--- config.mk ---
export PLATFORM = sky130hd
export DESIGN_NAME = mosfet_sequence_decoder
export DESIGN_NICKNAME = d
export VERILOG_FILES = /design/src/rtl/mosfet_sequence_decoder.sv
export SDC_FILE = /design/constraint.sdc
export NUM_CORES = 1
export LEC_CHECK = 0
export CAP_MARGIN = 5
export CORE_MARGIN = 3
export CORE_UTILIZATION = 30
export DETAILED_ROUTE_END_ITERATION = 16
export PLACE_DENSITY = 0.54
export REMOVE_ABC_BUFFERS = 1
export SLEW_MARGIN = 20
export SYNTH_ARGS = -nofsm -noshare
export SYNTH_HDL_FRONTEND = slang
export SYNTH_SLANG_ARGS = --single-unit
export TNS_END_PERCENT = 10
--- constraint.sdc ---
create_clock -name i_clock -period 6.4 [get_ports i_clock]
set_input_delay 1.28 -clock i_clock [delete_from_list [all_inputs] [get_ports i_clock]]
set_output_delay 1.28 -clock i_clock [all_outputs]
set_load 0.05 [all_outputs]
--- src/rtl/mosfet_sequence_decoder.sv ---
// mosfet_sequence_decoder: debounces the 4-bit MOSFET command word and tracks it
// with an FSM that rebuilds sigma and the automaton counter, and flags faults.
// Ports:
//   i_clock, i_RESET (sync, active-high), i_MOSFET[3:0] {M3..M0}, i_clear
//   o_sigma[1:0], o_counter[1:0], o_period[31:0], o_period_valid
//   o_fault, o_fault_code[1:0], o_stall, o_gate_enable
module mosfet_sequence_decoder #(
  parameter int unsigned STABLE_CYCLES = 4,
  parameter logic [31:0] TIMEOUT       = 32'd100000
) (
  input  logic        i_clock,
  input  logic        i_RESET,
  input  logic [3:0]  i_MOSFET,
  input  logic        i_clear,
  output logic [1:0]  o_sigma,
  output logic [1:0]  o_counter,
  output logic [31:0] o_period,
  output logic        o_period_valid,
  output logic        o_fault,
  output logic [1:0]  o_fault_code,
  output logic        o_stall,
  output logic        o_gate_enable
);

  localparam int HW = $clog2(STABLE_CYCLES + 1);
  localparam logic [HW-1:0] HOLD_MAX = HW'(STABLE_CYCLES);

  localparam logic [3:0] C_POS  = 4'b1001;
  localparam logic [3:0] C_ZERO = 4'b0011;
  localparam logic [3:0] C_NEG  = 4'b0110;

  localparam logic [1:0] F_NONE    = 2'b00;
  localparam logic [1:0] F_ILLEGAL = 2'b01;
  localparam logic [1:0] F_SHOOT   = 2'b10;
  localparam logic [1:0] F_SEQ     = 2'b11;

  typedef enum logic [2:0] {
    S_IDLE, S_POS, S_ZP, S_NEG, S_ZN, S_FAULT
  } state_t;

  typedef enum logic [1:0] {
    SYM_BAD, SYM_POS, SYM_ZERO, SYM_NEG
  } sym_t;

  // Debounce and last-accepted code
  logic [3:0]    mos_q;
  logic [HW-1:0] hold_q, hold_d;
  logic [3:0]    acc_q, acc_d;
  logic          accept;
  sym_t          sym;

  // FSM
  state_t        state_q, state_d;
  logic [1:0]    code_q, code_d;
  logic          shoot, bad_code, bad_seq;

  // Registered outputs
  logic [1:0]    sigma_q, sigma_d;
  logic [1:0]    cnt_q, cnt_d;
  logic          gate_q, gate_d;

  // Period / stall measurement
  logic [31:0]   pcnt_q, pcnt_d;
  logic [31:0]   period_q, period_d;
  logic          pvalid_q, pvalid_d;
  logic          seen_q, seen_d;
  logic          pos_entry;
  logic [31:0]   stall_q, stall_d;

  // The hold counter restarts at 1 on the edge that loads a new word,
  // so it reads STABLE_CYCLES after that many cycles of stability.
  always_comb begin
    hold_d = hold_q;
    if (i_MOSFET != mos_q) begin
      hold_d = HW'(1);
    end else if (hold_q != HOLD_MAX) begin
      hold_d = hold_q + HW'(1);
    end
  end

  assign accept = (hold_q == HOLD_MAX) && (mos_q != acc_q);
  assign acc_d  = accept ? mos_q : acc_q;

  always_comb begin
    sym = SYM_BAD;
    unique case (1'b1)
      (mos_q == C_POS):  sym = SYM_POS;
      (mos_q == C_ZERO): sym = SYM_ZERO;
      (mos_q == C_NEG):  sym = SYM_NEG;
      default:           sym = SYM_BAD;
    endcase
  end

  // Shoot-through looks at the raw word: it must not wait for debounce.
  assign shoot = (i_MOSFET[0] & i_MOSFET[2])
               | (i_MOSFET[1] & i_MOSFET[3]);

  assign bad_code = accept && (sym == SYM_BAD);

  assign bad_seq = accept
                && (((state_q == S_ZP) && (sym == SYM_POS))
                 || ((state_q == S_ZN) && (sym == SYM_NEG)));

  always_comb begin
    state_d = state_q;
    code_d  = code_q;
    if (state_q == S_FAULT) begin
      // A fresh fault beats a simultaneous clear; the first code is kept.
      if (i_clear && !shoot && !bad_code) begin
        state_d = S_IDLE;
        code_d  = F_NONE;
      end
    end else if (shoot) begin
      state_d = S_FAULT;
      code_d  = F_SHOOT;
    end else if (bad_code) begin
      state_d = S_FAULT;
      code_d  = F_ILLEGAL;
    end else if (bad_seq) begin
      state_d = S_FAULT;
      code_d  = F_SEQ;
    end else if (i_clear) begin
      state_d = S_IDLE;
    end else if (accept) begin
      unique case (state_q)
        S_IDLE: begin
          if (sym == SYM_POS) state_d = S_POS;
          else if (sym == SYM_NEG) state_d = S_NEG;
        end
        S_POS: begin
          if (sym == SYM_ZERO) state_d = S_ZP;
          else if (sym == SYM_NEG) state_d = S_NEG;
        end
        S_ZP: begin
          if (sym == SYM_NEG) state_d = S_NEG;
        end
        S_NEG: begin
          if (sym == SYM_ZERO) state_d = S_ZN;
          else if (sym == SYM_POS) state_d = S_POS;
        end
        S_ZN: begin
          if (sym == SYM_POS) state_d = S_POS;
        end
        default: state_d = state_q;
      endcase
    end
  end

  // Outputs are decoded from the next state so they change on the
  // same edge as the state register.
  always_comb begin
    sigma_d = 2'b00;
    cnt_d   = 2'b00;
    gate_d  = 1'b1;
    unique case (state_d)
      S_POS: begin sigma_d = 2'b01; cnt_d = 2'b00; end
      S_ZP:  begin sigma_d = 2'b00; cnt_d = 2'b01; end
      S_NEG: begin sigma_d = 2'b11; cnt_d = 2'b10; end
      S_ZN:  begin sigma_d = 2'b00; cnt_d = 2'b11; end
      default: gate_d = 1'b0;
    endcase
  end

  assign pos_entry = (state_d == S_POS) && (state_q != S_POS);

  // The first +1 entry after idle has no previous reference point, so
  // it only restarts the count.
  always_comb begin
    pcnt_d   = (pcnt_q == '1) ? pcnt_q : pcnt_q + 32'd1;
    period_d = period_q;
    pvalid_d = 1'b0;
    seen_d   = seen_q;
    if (pos_entry) begin
      pcnt_d = 32'd1;
      seen_d = 1'b1;
      if (seen_q) begin
        period_d = pcnt_q;
        pvalid_d = 1'b1;
      end
    end
    if ((state_d == S_IDLE) || (state_d == S_FAULT)) begin
      seen_d = 1'b0;
    end
  end

  always_comb begin
    stall_d = (stall_q == '1) ? stall_q : stall_q + 32'd1;
    if (accept) begin
      stall_d = 32'd0;
    end
  end

  always_ff @(posedge i_clock) begin
    if (i_RESET) begin
      mos_q    <= 4'b0000;
      hold_q   <= '0;
      acc_q    <= 4'b0000;
      state_q  <= S_IDLE;
      code_q   <= F_NONE;
      sigma_q  <= 2'b00;
      cnt_q    <= 2'b00;
      gate_q   <= 1'b0;
      pcnt_q   <= 32'd0;
      period_q <= 32'd0;
      pvalid_q <= 1'b0;
      seen_q   <= 1'b0;
      stall_q  <= 32'd0;
    end else begin
      mos_q    <= i_MOSFET;
      hold_q   <= hold_d;
      acc_q    <= acc_d;
      state_q  <= state_d;
      code_q   <= code_d;
      sigma_q  <= sigma_d;
      cnt_q    <= cnt_d;
      gate_q   <= gate_d;
      pcnt_q   <= pcnt_d;
      period_q <= period_d;
      pvalid_q <= pvalid_d;
      seen_q   <= seen_d;
      stall_q  <= stall_d;
    end
  end

  assign o_sigma        = sigma_q;
  assign o_counter      = cnt_q;
  assign o_period       = period_q;
  assign o_period_valid = pvalid_q;
  assign o_fault        = (state_q == S_FAULT);
  assign o_fault_code   = code_q;
  assign o_stall        = (stall_q >= TIMEOUT);
  assign o_gate_enable  = gate_q;

endmodule

# After elaboration in Yosys (flattened, before gate mapping)
# Index checks and enable logic that the tools add are counted.
# op_classes
eq_ne	25
add_sub_neg	3
n_reduce_logical	25
magnitude_cmp	1
mux	27
n_bitwise	4
# ops
cell	n
$add A32 B1 Y32 const B	2
$eq A32 B32 Y1 const B	2
$mux W3	12
$ge A32 B17 Y1 const B	1
$eq A3 B3 Y1 const B	5
$pmux W3 S5	1
$eq A3 B2 Y1 const B	4
$pmux W2 S3	2
$mux W2	5
$reduce_or A2 Y1	5
$logic_and A1 B1 Y1	8
$ne A4 B4 Y1	2
$eq A3 B1 Y1 const B	2
$logic_not A3 Y1	2
$mux W1	6
$eq A2 B2 Y1 const B	2
$eq A4 B2 Y1 const B	1
$eq A4 B3 Y1 const B	1
$eq A4 B4 Y1 const B	1
$pmux W2 S2	1
$reduce_and A2 Y1	2
$reduce_bool A4 Y1	1
$reduce_or A4 Y1	1
$add A3 B1 Y3 const B	1
other kinds (12)	15
# word_totals
reg_bits	119
inputBits	7
wordCells	100
output_inout_bits	42

# Depth between registers and ports, before layout
# Gate-level depths: netlist (run 1).
# depth
ltp_word	16
mapped_depth	10
mapped_depth_nobuf	8

# Worst setup path after synthesis (run 1)
# Ideal clock, no wire load.
# synth_timing
path_type	reg-to-output
startpoint	reg stall_q[24]
endpoint	out o_stall
path_slack_ns	3.570
arrival_ns	1.550
required_ns	5.120
n_path_buf	0
stages_incl_launch_ff	4
path_cell_list	dfxtp_1 -> or4_1 -> nor4_1 -> o2111ai_1
# synth_via
elab_chain_cells	1
# synth_lines
item	line	text
start: declaration	68	logic [31:0] stall_q, stall_d;
start signal: assignment	221	stall_q <= stall_d;
$ge A32 B17 Y1	231	assign o_stall = (stall_q >= TIMEOUT);
end: declaration	21	output logic o_stall,
# No other way between the ends.

# Worst setup path after layout (run 1)
# Ends and elaborated chain as after synthesis.

==> flow_summary.ini, run 1 <==
[final_layout]
area_growth_pct = 20.3
drive_above_1_share_pct = 7.64
diodes = 0
final_nets = 719

[logic_synthesis]
ys_seq_elements = 119
synth-edff-count = 0
netlist_area_um2 = 5940
netlist_top_cells_area = dfxtp_1 (40%), nand2b_1 (7.0%), xnor2_1 (6.5%)
ys_warn_count = 0
synthDominantCellAreaShare_pct = 40.1
avgSynthCellArea_um2 = 8.80
synth_area_leader_cell = dfxtp_1
ys.flop_type = dfxtp_1
synthTopCellsByCount = dfxtp_1 (119), nor2_1 (78), nand2b_1 (66), xnor2_1 (44), nand2_1 (34)
yosysUniqueCellTypes = 63
synthArstFlopShare_pct = 0
ys_seq_area_share_pct = 40.1
netlist_instances = 675
post-synth-top-count-cell = dfxtp_1

[floorplanning]
initial_core_util_pct = 31.1
coreArea_um2 = 19100
io-pin-count = 49
die_height_um = 147
die_area_um2 = 21500
row_count = 50
fp.dieW_um = 147

[run_status]
outcome = complete, no violations

[worst_setup_path]
crit_path_max_fanout = 6
required_ns = 5.12
setup.worst_path.class = reg -> out
end_kind = output port
max_stage_delay_ns = 0.74
cp.arrival_ns = 2.48
critPathLaunchType = register
worstPathCellList = or4_1 -> nor4_1 -> o2111ai_1 -> clkdlybuf4s50_1
crit_slowest_cell = clkdlybuf4s50_1

[grt]
grt_pass1_wl_um = 22700
grt_max_degree = 93
use_met2_pct = 19.2
grt_pass1_vias = 4593
busiest_layer = met2
use_met1_pct = 17.8
track_usage_pct = 12.7
grtUsageMet3_pct = 3.58
antenna_found_initial = 0
overflow = 0

[timing]
finalHoldViolations = 0
rsz0062_at_grt = false
fin_tns_setup_ns = 0
fin_crit_ns = 3.76
finalClockSkew_ns = 0.00725
worst_pin_slew_ns = 1.04
slew_headroom_pct = 29.9
hold_ws_ns = 0.465
fmax_mhz = 266
finalSetupViolCount = 0
slew_viol_final = 0
period_share_pct = 58.8

[clocking]
ctsLongestPathBuffers = 2
post_cts_buffers = 0
clk_latency_ns = 0.41
post_cts_resized = 0
clockRootBuffer = clkbuf_16
htree_levels = 4
cts_buffers = 17
cts_tree = built
clk_pin_slew_ns = 0.06
ctsHoldBuffers = 0
cts_sinks = 119

[route]
dr.first_iter.drc_count = 250
firstDrtPassIters = 5
routed-via-count = 4769
ant_nets = 0
drt-total-wl_um = 13400
post_drt_wl_per_cell_um = 13.7
routed_via_density = 4.87
drc = 0

[pwr]
sw_frac_of_total_pct = 22.3
combPwrFrac_pct = 4.5
intPower_uw = 1400
peakVddDrop_mv = 0.181
p_leak_uw = 0.00223
seqPwrFrac_pct = 42.1
p_clk_share_pct = 53.4
p_per_area_nw_per_um2 = 253
p_switching_uw = 403

[placed_design]
hpwl_um = 8960
gp_congestion = 0.783
portBuffers = 48

[job]
drv_cap = 0

[min_path]
worstHoldPathType = reg -> reg
kinds of logic after synthesis:
| group | Yosys count | share of synthesized area [%] |
|---|---|---|
| multiplexers | 33 | 5.56 |
| adder cells (fa/ha/maj) | 5 | 1.05 |
| buffers and inverters | 53 | 4.68 |
| flip-flops | 119 | 40.1 |
| AO/OA/AOI/OAI | 71 | 8.72 |
| XOR/XNOR | 64 | 9.44 |
| AND/OR/NAND/NOR | 330 | 30.5 |
state kept, by name, summed over array words and instances, names as in the netlist:
signal and cells:
acc_q 4, hold_q 3, mos_q 4, o_counter 2, o_fault_code 2, o_gate_enable 1, o_period 32, o_period_valid 1
o_sigma 2, pcnt_q 32, seen_q 1, stall_q 32, state_q 3
per-layer routing:
metal	up-vias	share of wire, %
met5	-	0
met4	0	0.80
met3	9	4.4
met2	91	43
met1	2237	52
li1	2432	-
cell usage in the layout, fill, tap and decap left out, types with 4 or more instances in the layout:
cell             Yosys  routed
xor2_1              20      20
ha_1                 5       5
nor3_1              24      24
o21a_1               4       4
dfxtp_1            119     119
clkdlybuf4s50_1      0      47
inv_1               14      14
or4_1                5       5
o211ai_1             9       9
o2111ai_1            7       7
nand2_1             34      34
and4_1               5       5
clkbuf_16            0      17
o21ai_0             11      11
nand2b_1            66      66
a21oi_1             16      16
nor2b_1              7       7
mux2i_1             33      33
or3_1                6       6
xnor2_1             44      44
nor4b_1              5       5
clkinv_2             0       4
and3_1              11      10
nand3_1             28      28
nor2_1              78      78
nor4_1              19      18
nand4_1             19      19
layout make-up:
type | instances | area [µm²]
fillers | 2005 | 11900
multi-input cells | 503 | 3290
flip-flops and latches | 119 | 2380
repair buffers | 51 | 498
clock buffers | 20 | 447
well taps | 260 | 325
clock inverters | 12 | 151
inverters | 15 | 56.3
stage by stage:
step | setup slack [ns] | instances | total power, µW | area [µm²] | util, %
after CTS | 2.60 | 980 | 1830 | 7150 | 37.5
after global placement | 2.25 | 948 | 858 | 6550 | 34.3
after floorplan | 2.78 | 637 | 827 | 5720 | -
after global routing | 2.42 | 980 | 1880 | 7150 | 37.5
after detailed placement | 2.19 | 948 | 858 | 6550 | 34.3
final | 2.64 | 980 | 1810 | 7150 | 37.5
power groups by stage:
stage	sequential, µW	combinational (µW)	clock, µW
after detailed placement	777	81.7	0
after global placement	777	81.3	0
after floorplan	781	45.6	0
after CTS	761	81.8	989
after global routing	762	89.1	1030
final	761	80.6	966
worst max-delay path: cells and delay by family (launching register included):
family	cells	cell delay (ns)
flops	1	0.35
buf+inv	1	0.74
simple gates	2	0.79
compound gates	1	0.19
final timing paths:
check                            startpoint           end  slack (ns)  depth (start not counted)
worst min register to register     acc_q[0]      acc_q[0]        0.47                          2
worst max-delay path            stall_q[24]       o_stall        2.64                          4
worst min-delay path               acc_q[0]      acc_q[0]        0.47                          2
worst max register to register    hold_q[0]  o_period[19]        2.83                          8
No activity file was read; power rests on OpenSTA's default activity.
==> inputs of run 2 (changes only) <==
- clock period: 6.4 -> 3.87 ns (I/O delays scaled with it)
==> flow_summary.ini, run 2 (same netlist as run 1, synthesis figures left out) <==
[min_path]
worstHoldEndpoint = acc_q[0]
whs_path_depth = 2
hold_path_startpoint = acc_q[0]
worstHoldPathType = reg -> reg

[route]
ant_nets = 0
drc = 0
routed_via_density = 4.83
firstDrtPassIters = 6
post_drt_wl_per_cell_um = 13.6
routed-via-count = 4758
drt-total-wl_um = 13400
dr.first_iter.drc_count = 288

[clocking]
htree_levels = 4
cts_buffers = 17
clockRootBuffer = clkbuf_16
cts_tree = built
ctsLongestPathBuffers = 2
cts_sinks = 119
post_cts_buffers = 0
ctsHoldBuffers = 0
clk_pin_slew_ns = 0.06
post_cts_resized = 0
clk_latency_ns = 0.42

[placed_design]
gp_congestion = 0.809
hpwl_um = 8980
pre_cts_slack_ns = 0.848
portBuffers = 48

[grt]
grt_max_degree = 71
track_usage_pct = 12.9
overflow = 0
grt_pass1_vias = 4586
grt_pass1_wl_um = 22700
antenna_found_initial = 0

[timing]
slew_headroom_pct = 51.8
fmax_mhz = 300
slew_viol_final = 0
rsz0062_at_grt = false
worst_pin_slew_ns = 0.722
period_share_pct = 86.1
fin_tns_setup_ns = 0
fin_ws_ns = 0.536
finalClockSkew_ns = 0.0112
finalHoldViolations = 0
finalSetupViolCount = 0
fin_crit_ns = 3.33

[final_layout]
final_util_pct = 37.5
drive_above_1_share_pct = 8.28
diodes = 0
final_common_cell = dfxtp_1
area_growth_pct = 20.5
final_nets = 725
final_cell_mix = dfxtp_1 (119), nor2_1 (78), nand2b_1 (66), clkdlybuf4s50_1 (47), xnor2_1 (44)

[run_status]
outcome = complete, no violations

[worst_setup_path]
required_ns = 3.10
cp.arrival_ns = 2.56
timing.rr.end = stall_q[18]
crit_slowest_cell = clkdlybuf4s50_1
max_stage_delay_ns = 0.75
r2r-start = stall_q[18]
reg2reg_slack_ns = 1.21
crit_path_max_fanout = 6
end_kind = output port
worstPathCellList = or4_1 -> nor4_1 -> o2111ai_1 -> clkdlybuf4s50_1
critPathLaunchType = register
rr_worst_depth = 6
setup.worst_path.class = reg -> out

[floorplanning]
fp.dieW_um = 147
io-pin-count = 49
die_area_um2 = 21500
initial_core_util_pct = 31.1
die_height_um = 147
row_count = 50
coreArea_um2 = 19100

[pwr]
p_per_area_nw_per_um2 = 400
p_leak_uw = 0.00223
peakVddDrop_mv = 0.296
power_uw = 2860

[job]
drv_cap = 0
-- run 2: layout make-up --
type                       instances  area (µm²)
inverter                          15        56.3
clock buffer                      20         447
tap                              260         325
timing repair buffer              57         556
sequential                       119        2380
multi-input combinational        503        3290
fill                            1963       11900
clock inverter                    11         104
-- run 2: worst max-delay path by stage --
| stage | endpoint | start | slack [ns] | cells past startpoint |
|---|---|---|---|---|
| after floorplan | o_period[0] | hold_q[0] | 0.54 | 8 |
| after global placement | pcnt_q[15] | i_MOSFET[2] | 0.87 | 8 |
| after detailed placement | pcnt_q[24] | i_MOSFET[2] | 0.85 | 8 |
| after CTS | o_stall | stall_q[24] | 0.55 | 4 |
| after global routing | o_stall | stall_q[24] | 0.49 | 4 |
| final | o_stall | stall_q[24] | 0.54 | 4 |
-- run 2: layer usage --
layer  GRT usage [%]  part of all wire [%]  wire (µm)  up-vias
met2            18.9                    44       5890       73
li1                -                     -          -     2450
met3            3.21                   4.3        582       20
met5               0                     0          0        -
met4            5.55                   1.7        225        0
met1            17.9                    50       6720     2215
-- run 2: power breakdown --
part | internal, µW | leakage (µW) | total (µW) | switching (µW)
Clock | 894 | 0.000254 | 1470 | 578
Sequential | 1240 | 0.000962 | 1260 | 18.1
Combinational | 55.5 | 0.00101 | 135 | 79.1
-- run 2: critical path: cells and delay by family (launching register included) --
kind / cells / cell delay (ns)
AOI/OAI and AO/OA: 1 / 0.20
buffers and inverters: 1 / 0.75
DFF: 1 / 0.35
and+or+nand+nor: 2 / 0.84
-- run 2: metrics by stage --
step	area (µm²)	hold WS, ns	instances
5_1_grt	7160	0.484	985
6_report	7160	0.467	985
4_1_cts	7160	0.469	985
2_1_floorplan	5720	0.443	637
3_5_place_dp	6610	0.461	954
3_3_place_gp	6610	0.457	954
